===== src/rtl/adc_sample_feeder.sv =====
// -----------------------------------------------------------------------------
// adc_sample_feeder
//
// Buffers raw ADC converter samples in a FIFO and replays them to the
// correlator channels as single-cycle pushADC pulses. The ADC word is held
// between pulses. Consecutive pushes are never closer than
// max(Feed_Gap, MIN_GAP) cycles.
//
// Optional feature: define FEED_OFFSET_EN to add the Feed_Offset register at
// 0x0120. Each FIFO output then becomes sample - offset, saturated to 16 bits.
// The latency to ADC is the same with or without the feature.
//
// Ports
//   clk         single clock, rising edge
//   rst         asynchronous, active-low reset
//   adc_data    two's-complement converter sample
//   adc_strobe  adc_data valid this cycle (converter cannot be stalled)
//   addr        bus address, [15:0] decoded
//   Wdata       bus write data
//   write       bus write strobe
//   read        bus read strobe
//   Rdata_feed  combinational read data, 0 when idle or unmapped
//   ADC         sample to the channels, held between pushes
//   pushADC     one-cycle pulse, ADC valid
//   overflow    mirror of the sticky overflow flag (Feed_Status[16])
//
// Register map
//   0x0110 Feed_Control  [0] enable, [1] flush (write-1, self-clearing, reads 0)
//   0x0114 Feed_Status   [8:0] level, [16] overflow (write 1 to clear)
//   0x0118 Feed_Gap      [7:0] push spacing
//   0x011C Drop_Count    read-only; any write clears it
//   0x0120 Feed_Offset   signed 16b (only when FEED_OFFSET_EN is defined)
// -----------------------------------------------------------------------------
module adc_sample_feeder #(
  parameter int DEPTH   = 16,
  parameter int MIN_GAP = 3
) (
  input  logic        clk,
  input  logic        rst,
  input  logic [15:0] adc_data,
  input  logic        adc_strobe,
  input  logic [31:0] addr,
  input  logic [31:0] Wdata,
  input  logic        write,
  input  logic        read,
  output logic [31:0] Rdata_feed,
  output logic [15:0] ADC,
  output logic        pushADC,
  output logic        overflow
);

  localparam int          DATA_W    = 16;
  localparam int          AW        = $clog2(DEPTH);
  localparam logic [AW:0] FULL_LVL  = (AW+1)'(DEPTH);
  localparam logic [7:0]  MIN_GAP_L = 8'(MIN_GAP);

  localparam logic [15:0] A_CTRL = 16'h0110;
  localparam logic [15:0] A_STAT = 16'h0114;
  localparam logic [15:0] A_GAP  = 16'h0118;
  localparam logic [15:0] A_DROP = 16'h011C;
  localparam logic [15:0] A_OFF  = 16'h0120;

  typedef enum logic [1:0] {IDLE, PUSH, GAP} state_t;

  state_t                   state;
  logic signed [DATA_W-1:0] mem [DEPTH];
  logic [AW:0]              wr_ptr;
  logic [AW:0]              rd_ptr;
  logic [AW:0]              level;
  logic [8:0]               level9;
  logic                     enable;
  logic [7:0]               gap_reg;
  logic [7:0]               gap_cnt;
  logic [7:0]               gap_eff;
  logic [31:0]              drop_count;
  logic [15:0]              reg_addr;
  logic                     ctrl_wr, stat_wr, gap_wr, drop_wr;
  logic                     flush, full, pop, wr_en, drop;
  logic signed [DATA_W-1:0] fifo_out_p0;
  logic signed [DATA_W-1:0] sample_p0;
  logic                     unused;

  assign unused   = ^{addr[31:16], Wdata};
  assign reg_addr = addr[15:0];

  assign ctrl_wr  = write && (reg_addr == A_CTRL);
  assign stat_wr  = write && (reg_addr == A_STAT);
  assign gap_wr   = write && (reg_addr == A_GAP);
  assign drop_wr  = write && (reg_addr == A_DROP);
  assign flush    = ctrl_wr && Wdata[1];

  // Pointers carry one extra bit, so level can tell full from empty.
  assign level    = wr_ptr - rd_ptr;
  assign level9   = 9'(level);
  assign full     = (level == FULL_LVL);

  // A pop in PUSH frees a slot in the same cycle, so a strobe into a full
  // FIFO is still accepted when it coincides with a pop.
  assign pop      = (state == PUSH) && (level != '0);
  assign wr_en    = adc_strobe && enable && !flush && (!full || pop);
  assign drop     = adc_strobe && enable && !flush && full && !pop;

  assign gap_eff  = (gap_reg < MIN_GAP_L) ? MIN_GAP_L : gap_reg;

  assign fifo_out_p0 = mem[rd_ptr[AW-1:0]];

`ifdef FEED_OFFSET_EN
  logic signed [DATA_W-1:0] offset;

  function automatic logic signed [DATA_W-1:0] sat16(input logic signed [DATA_W:0] v);
    if (v > 17'sd32767)
      return 16'sh7FFF;
    else if (v < -17'sd32768)
      return 16'sh8000;
    else
      return v[DATA_W-1:0];
  endfunction

  assign sample_p0 = sat16($signed({fifo_out_p0[DATA_W-1], fifo_out_p0})
                         - $signed({offset[DATA_W-1], offset}));
`else
  assign sample_p0 = fifo_out_p0;
`endif

  // Register read mux. A write cycle returns nothing.
  always_comb begin
    Rdata_feed = '0;
    if (read && !write) begin
      case (reg_addr)
        A_CTRL:  Rdata_feed = {31'b0, enable};
        A_STAT:  Rdata_feed = {15'b0, overflow, 7'b0, level9};
        A_GAP:   Rdata_feed = {24'b0, gap_reg};
        A_DROP:  Rdata_feed = drop_count;
`ifdef FEED_OFFSET_EN
        A_OFF:   Rdata_feed = {16'b0, offset};
`endif
        default: Rdata_feed = '0;
      endcase
    end
  end

  // FIFO storage (data only, not reset)
  always_ff @(posedge clk) begin
    if (wr_en)
      mem[wr_ptr[AW-1:0]] <= $signed(adc_data);
  end

  // Registers, pointers and drop accounting
  always_ff @(posedge clk or negedge rst) begin
    if (!rst) begin
      wr_ptr     <= '0;
      rd_ptr     <= '0;
      enable     <= 1'b0;
      gap_reg    <= '0;
      drop_count <= '0;
      overflow   <= 1'b0;
`ifdef FEED_OFFSET_EN
      offset     <= '0;
`endif
    end else begin
      if (ctrl_wr)
        enable <= Wdata[0];
      if (gap_wr)
        gap_reg <= Wdata[7:0];
`ifdef FEED_OFFSET_EN
      if (write && (reg_addr == A_OFF))
        offset <= $signed(Wdata[15:0]);
`endif
      if (drop_wr)
        drop_count <= '0;
      else if (drop && (drop_count != '1))
        drop_count <= drop_count + 32'd1;
      // A drop in the same cycle as a clear keeps the flag set.
      if (drop)
        overflow <= 1'b1;
      else if (stat_wr && Wdata[16])
        overflow <= 1'b0;
      if (flush) begin
        wr_ptr <= '0;
        rd_ptr <= '0;
      end else begin
        if (wr_en)
          wr_ptr <= wr_ptr + 1'b1;
        if (pop)
          rd_ptr <= rd_ptr + 1'b1;
      end
    end
  end

  // Push pacing FSM
  // A push happens on the clock edge that leaves PUSH. gap_cnt is loaded with
  // G-1 there. The FSM then decides on the edge where gap_cnt runs from 1 to 0,
  // so the next push lands exactly G cycles later.
  always_ff @(posedge clk or negedge rst) begin
    if (!rst) begin
      state   <= IDLE;
      gap_cnt <= '0;
      ADC     <= '0;
      pushADC <= 1'b0;
    end else begin
      pushADC <= 1'b0;
      case (state)
        IDLE: begin
          if (enable && (level != '0))
            state <= PUSH;
        end
        PUSH: begin
          // A flush may have emptied the FIFO after the decision was made.
          if (level != '0) begin
            ADC     <= sample_p0;
            pushADC <= 1'b1;
            gap_cnt <= gap_eff - 8'd1;
            state   <= GAP;
          end else begin
            state <= IDLE;
          end
        end
        GAP: begin
          gap_cnt <= gap_cnt - 8'd1;
          if (gap_cnt <= 8'd1)
            state <= (enable && (level != '0)) ? PUSH : IDLE;
        end
        default: state <= IDLE;
      endcase
    end
  end

endmodule

===== config.mk =====
export PLATFORM = sky130hd
export DESIGN_NAME = adc_sample_feeder
export DESIGN_NICKNAME = d
export VERILOG_FILES = /design/src/rtl/adc_sample_feeder.sv
export SDC_FILE = /design/constraint.sdc
export NUM_CORES = 1
export LEC_CHECK = 0
export CAP_MARGIN = 20
export CELL_PAD_IN_SITES_DETAIL_PLACEMENT = 0
export CELL_PAD_IN_SITES_GLOBAL_PLACEMENT = 2
export CORE_ASPECT_RATIO = 1.25
export CORE_UTILIZATION = 42
export CTS_CLUSTER_DIAMETER = 50
export DETAILED_ROUTE_END_ITERATION = 8
export PLACE_DENSITY = 0.89
export SLEW_MARGIN = 20
export SYNTH_ARGS = -nofsm -noshare
export SYNTH_HDL_FRONTEND = slang
export SYNTH_SLANG_ARGS = --single-unit

===== constraint.sdc =====
create_clock -name clk -period 5.6 [get_ports clk]
set_input_delay 1.12 -clock clk [delete_from_list [all_inputs] [get_ports clk]]
set_output_delay 1.12 -clock clk [all_outputs]
set_load 0.01 [all_outputs]

==> impl_results.md <==
* Synth Area in XOR/XNOR at 0.004263
* Die height at 208.9 um
* Tot GR Track Use at 0.1895
* Die width at 167.5 um
* Port-buffer cells at 95
* Reg clk slew, reported paths at 0.06 ns
* CTS sink count at between 300 and 400
* Drt drc at 0
* TritonCTS clock tree: built
* GPL Wtd Cong at between 0.7 and 0.8
* Synth cell types at ~70
* EDFF count, synth at about 260
* Leak at 6.136 nW
* Fillers at about 2,800
* Synth area leader: edfxtp_1
* Post-synthesis mux area share at 0.1401
* Core Util, Final at 0.5085
* Detailed Place HPWL at ~19,000 um
* Asr flop ratio synth at 0.2358
* Critical Path Start Type: primary input
* Top_reg_cell synth: edfxtp_1
* RSZ-0062 raised after global routing: false
* Final setup violating endpoints at 0
* Crit path DAT at a little over 4 ns
* Global routing usage on met3 at 0.03144
* Post-synthesis compound-gate area fraction at 0.04463
* Post-synth top area share at 0.5345
* Post-CTS setup buffer count at 0
* Max capacitance violation total at 0
* Minimum clock period at slightly above 5 ns
* Core area at approximately 34,000 sq um
* Vias in the first global route at about 8,600
* M2 GR Usage at 0.3249
* Skew-Pair Late Insertion Delay at 0.53 ns
* Endpoints failing hold at 0
* I/O pins at between 100 and 150
* Worst Max-Slew Pin Slew at between 1 and 1.5 ns
* CP Max Fanout at 23
* Crit end category: output port
* Area contributors post-synth: edfxtp_1, dfrtp_1, mux4_2
* Setup_tns at 0 ns
* Initial antenna violation count at 0
* Dominant cell by count in the synthesized netlist: edfxtp_1
* Layout cells sized above 1 at 0.1868
* Sequential area share after synthesis at 0.6719
* Vias per cell at 5.699
* Routed wire length at ~32,000 um
* Post-synthesis cell area at around 14,000 sq um
* Clock Skew at 0.01993 ns
* DRT iter0 DRCs at 588
* Simple-Gate Fraction of Synth Area at 0.1107
* Max Fclk at approximately 0.19 GHz
* Max VDD drop at 0.2069 mV
* Nets@finish at 1,114
* Hold Buf Count CTS at 0
* Post-synthesis adder-cell area fraction at 0.01270
* H-Tree Depth at 2
* # rows at 75
* Average wire per standard cell at ~22 um
* Post-Syn Instances at a little over 900
* Cts repair resizes at 0
* Total number of vias at ~8,400
* Mean Syn Cell Area at around 16 sq um
* Synth Warn # at 0
* Commonest cells post-synth: edfxtp_1, mux4_2, dfrtp_1, nand2_1, a21oi_1
* Met1 usage at 0.2443
* Antenna Nets Post-Route at 0
* Overall die area at 34,990 sq um
* Area Overhead vs Synth at 18.78%
* Max FFs per register at between 200 and 300
* First-pass GRT wire length at approximately 50,000 um
* Fin. max-slew vios at 0
* Clock buffer depth at 3
* # diodes at 0
* Slew Limit Headroom at 0.2053
* Final period utilization at 0.9225
* Critical Path RT at about 4.5 ns
* Final Worst Setup Slack at roughly 0.43 ns
* Power per standard cell area at roughly 300 nW/um^2
* Starting Density at 0.4281
* Dpl ws at roughly 0.44 ns
* Crit Path Class: in -> out
* CTS Buf Count at 37
* GR peak layer: met2
* Syn Nets at between 1,000 and 1,500
* Clock root buffer: clkbuf_16
* Hold Path Class: reg -> reg
* Largest net degree at the start of global routing at 68
* Largest family of logic cells by synthesized area: multiplexers
* Synth Register Bits at between 300 and 400
* Status: completed
* Gr ovfl total at 0
* Drt pass-1 iters at 4
## power breakdown
| group | total, mW | switching, mW | internal [mW] |
|---|---|---|---|
| Clock | 2.40 | 0.994 | 1.40 |
| Combinational | 0.104 | 0.0592 | 0.0451 |
| Sequential | 2.68 | 0.00130 | 2.68 |
| Total | 5.18 | 1.05 | 4.13 |
## cell families after synthesis
family,after synthesis
buf+inv,56
compound gates,106
xor+xnor,7
simple gates,288
flops,335
mux,100
fa+ha+maj,14
## worst paths after layout
path,startpoint,endpoint,slack [ns],depth (start not counted)
worst max-delay path,addr[10],Rdata_feed[31],0.43,9
worst min-delay path,ADC[2],ADC[2],0.48,2
worst max register to register,rd_ptr[2],mem[9][8],1.60,8
worst min register to register,ADC[2],ADC[2],0.48,2
max in group asynchronous,rst,gap_reg[5],4.00,2
min in group asynchronous,rst,drop_count[19],0.60,1
## layer usage
layer	wire length (um)	vias to the layer above
li1	-	3825
met1	13300	4269
met2	16470	219
met3	1523	47
met4	703	0
met5	0	-
## cell type report
cell class | instances | area [sq um] | area share
clock inverters | 20 | 205.2 | 0.01201
well taps | 423 | 529.3 | 0.03098
flip-flops and latches | 335 | 9669 | 0.5660
inverters | 11 | 41.29 | 0.002417
multi-input cells | 515 | 4514 | 0.2642
repair buffers | 115 | 1106 | 0.06474
clock buffers | 48 | 1018 | 0.05962
## worst max-delay path, stage by stage
cell and delay [ns]:
clkdlybuf4s50_1 0.42, nor4_1 0.41, nand4_1 0.18, or3b_1 0.52, or2_2 0.36, nor2_2 0.09
buf_4 0.22, and2_1 0.18, clkdlybuf4s50_1 0.54
## cell usage in the layout (no fill, tap or decap), types with 23 or more instances in the layout
cell type and count:
dfrtp_1 77, o21ai_0 23, and2_1 27, mux4_2 80, clkbuf_16 38, nand2_1 79
a21oi_1 43, edfxtp_1 256, nor2_1 31, clkdlybuf4s50_1 94
## through the flow
stage | cells | power, mW | hold slack (ns) | area (sq um)
floorplan | 906 | 2.760 | 0.4350 | 14380
global placement | 1398 | 2.835 | 0.4618 | 15840
detailed placement | 1399 | 2.838 | 0.4609 | 15850
CTS | 1467 | 5.229 | 0.4771 | 17080
global route | 1467 | 5.327 | 0.5092 | 17080
finish | 1467 | 5.181 | 0.4758 | 17080
(Power assumes the default switching activity.)
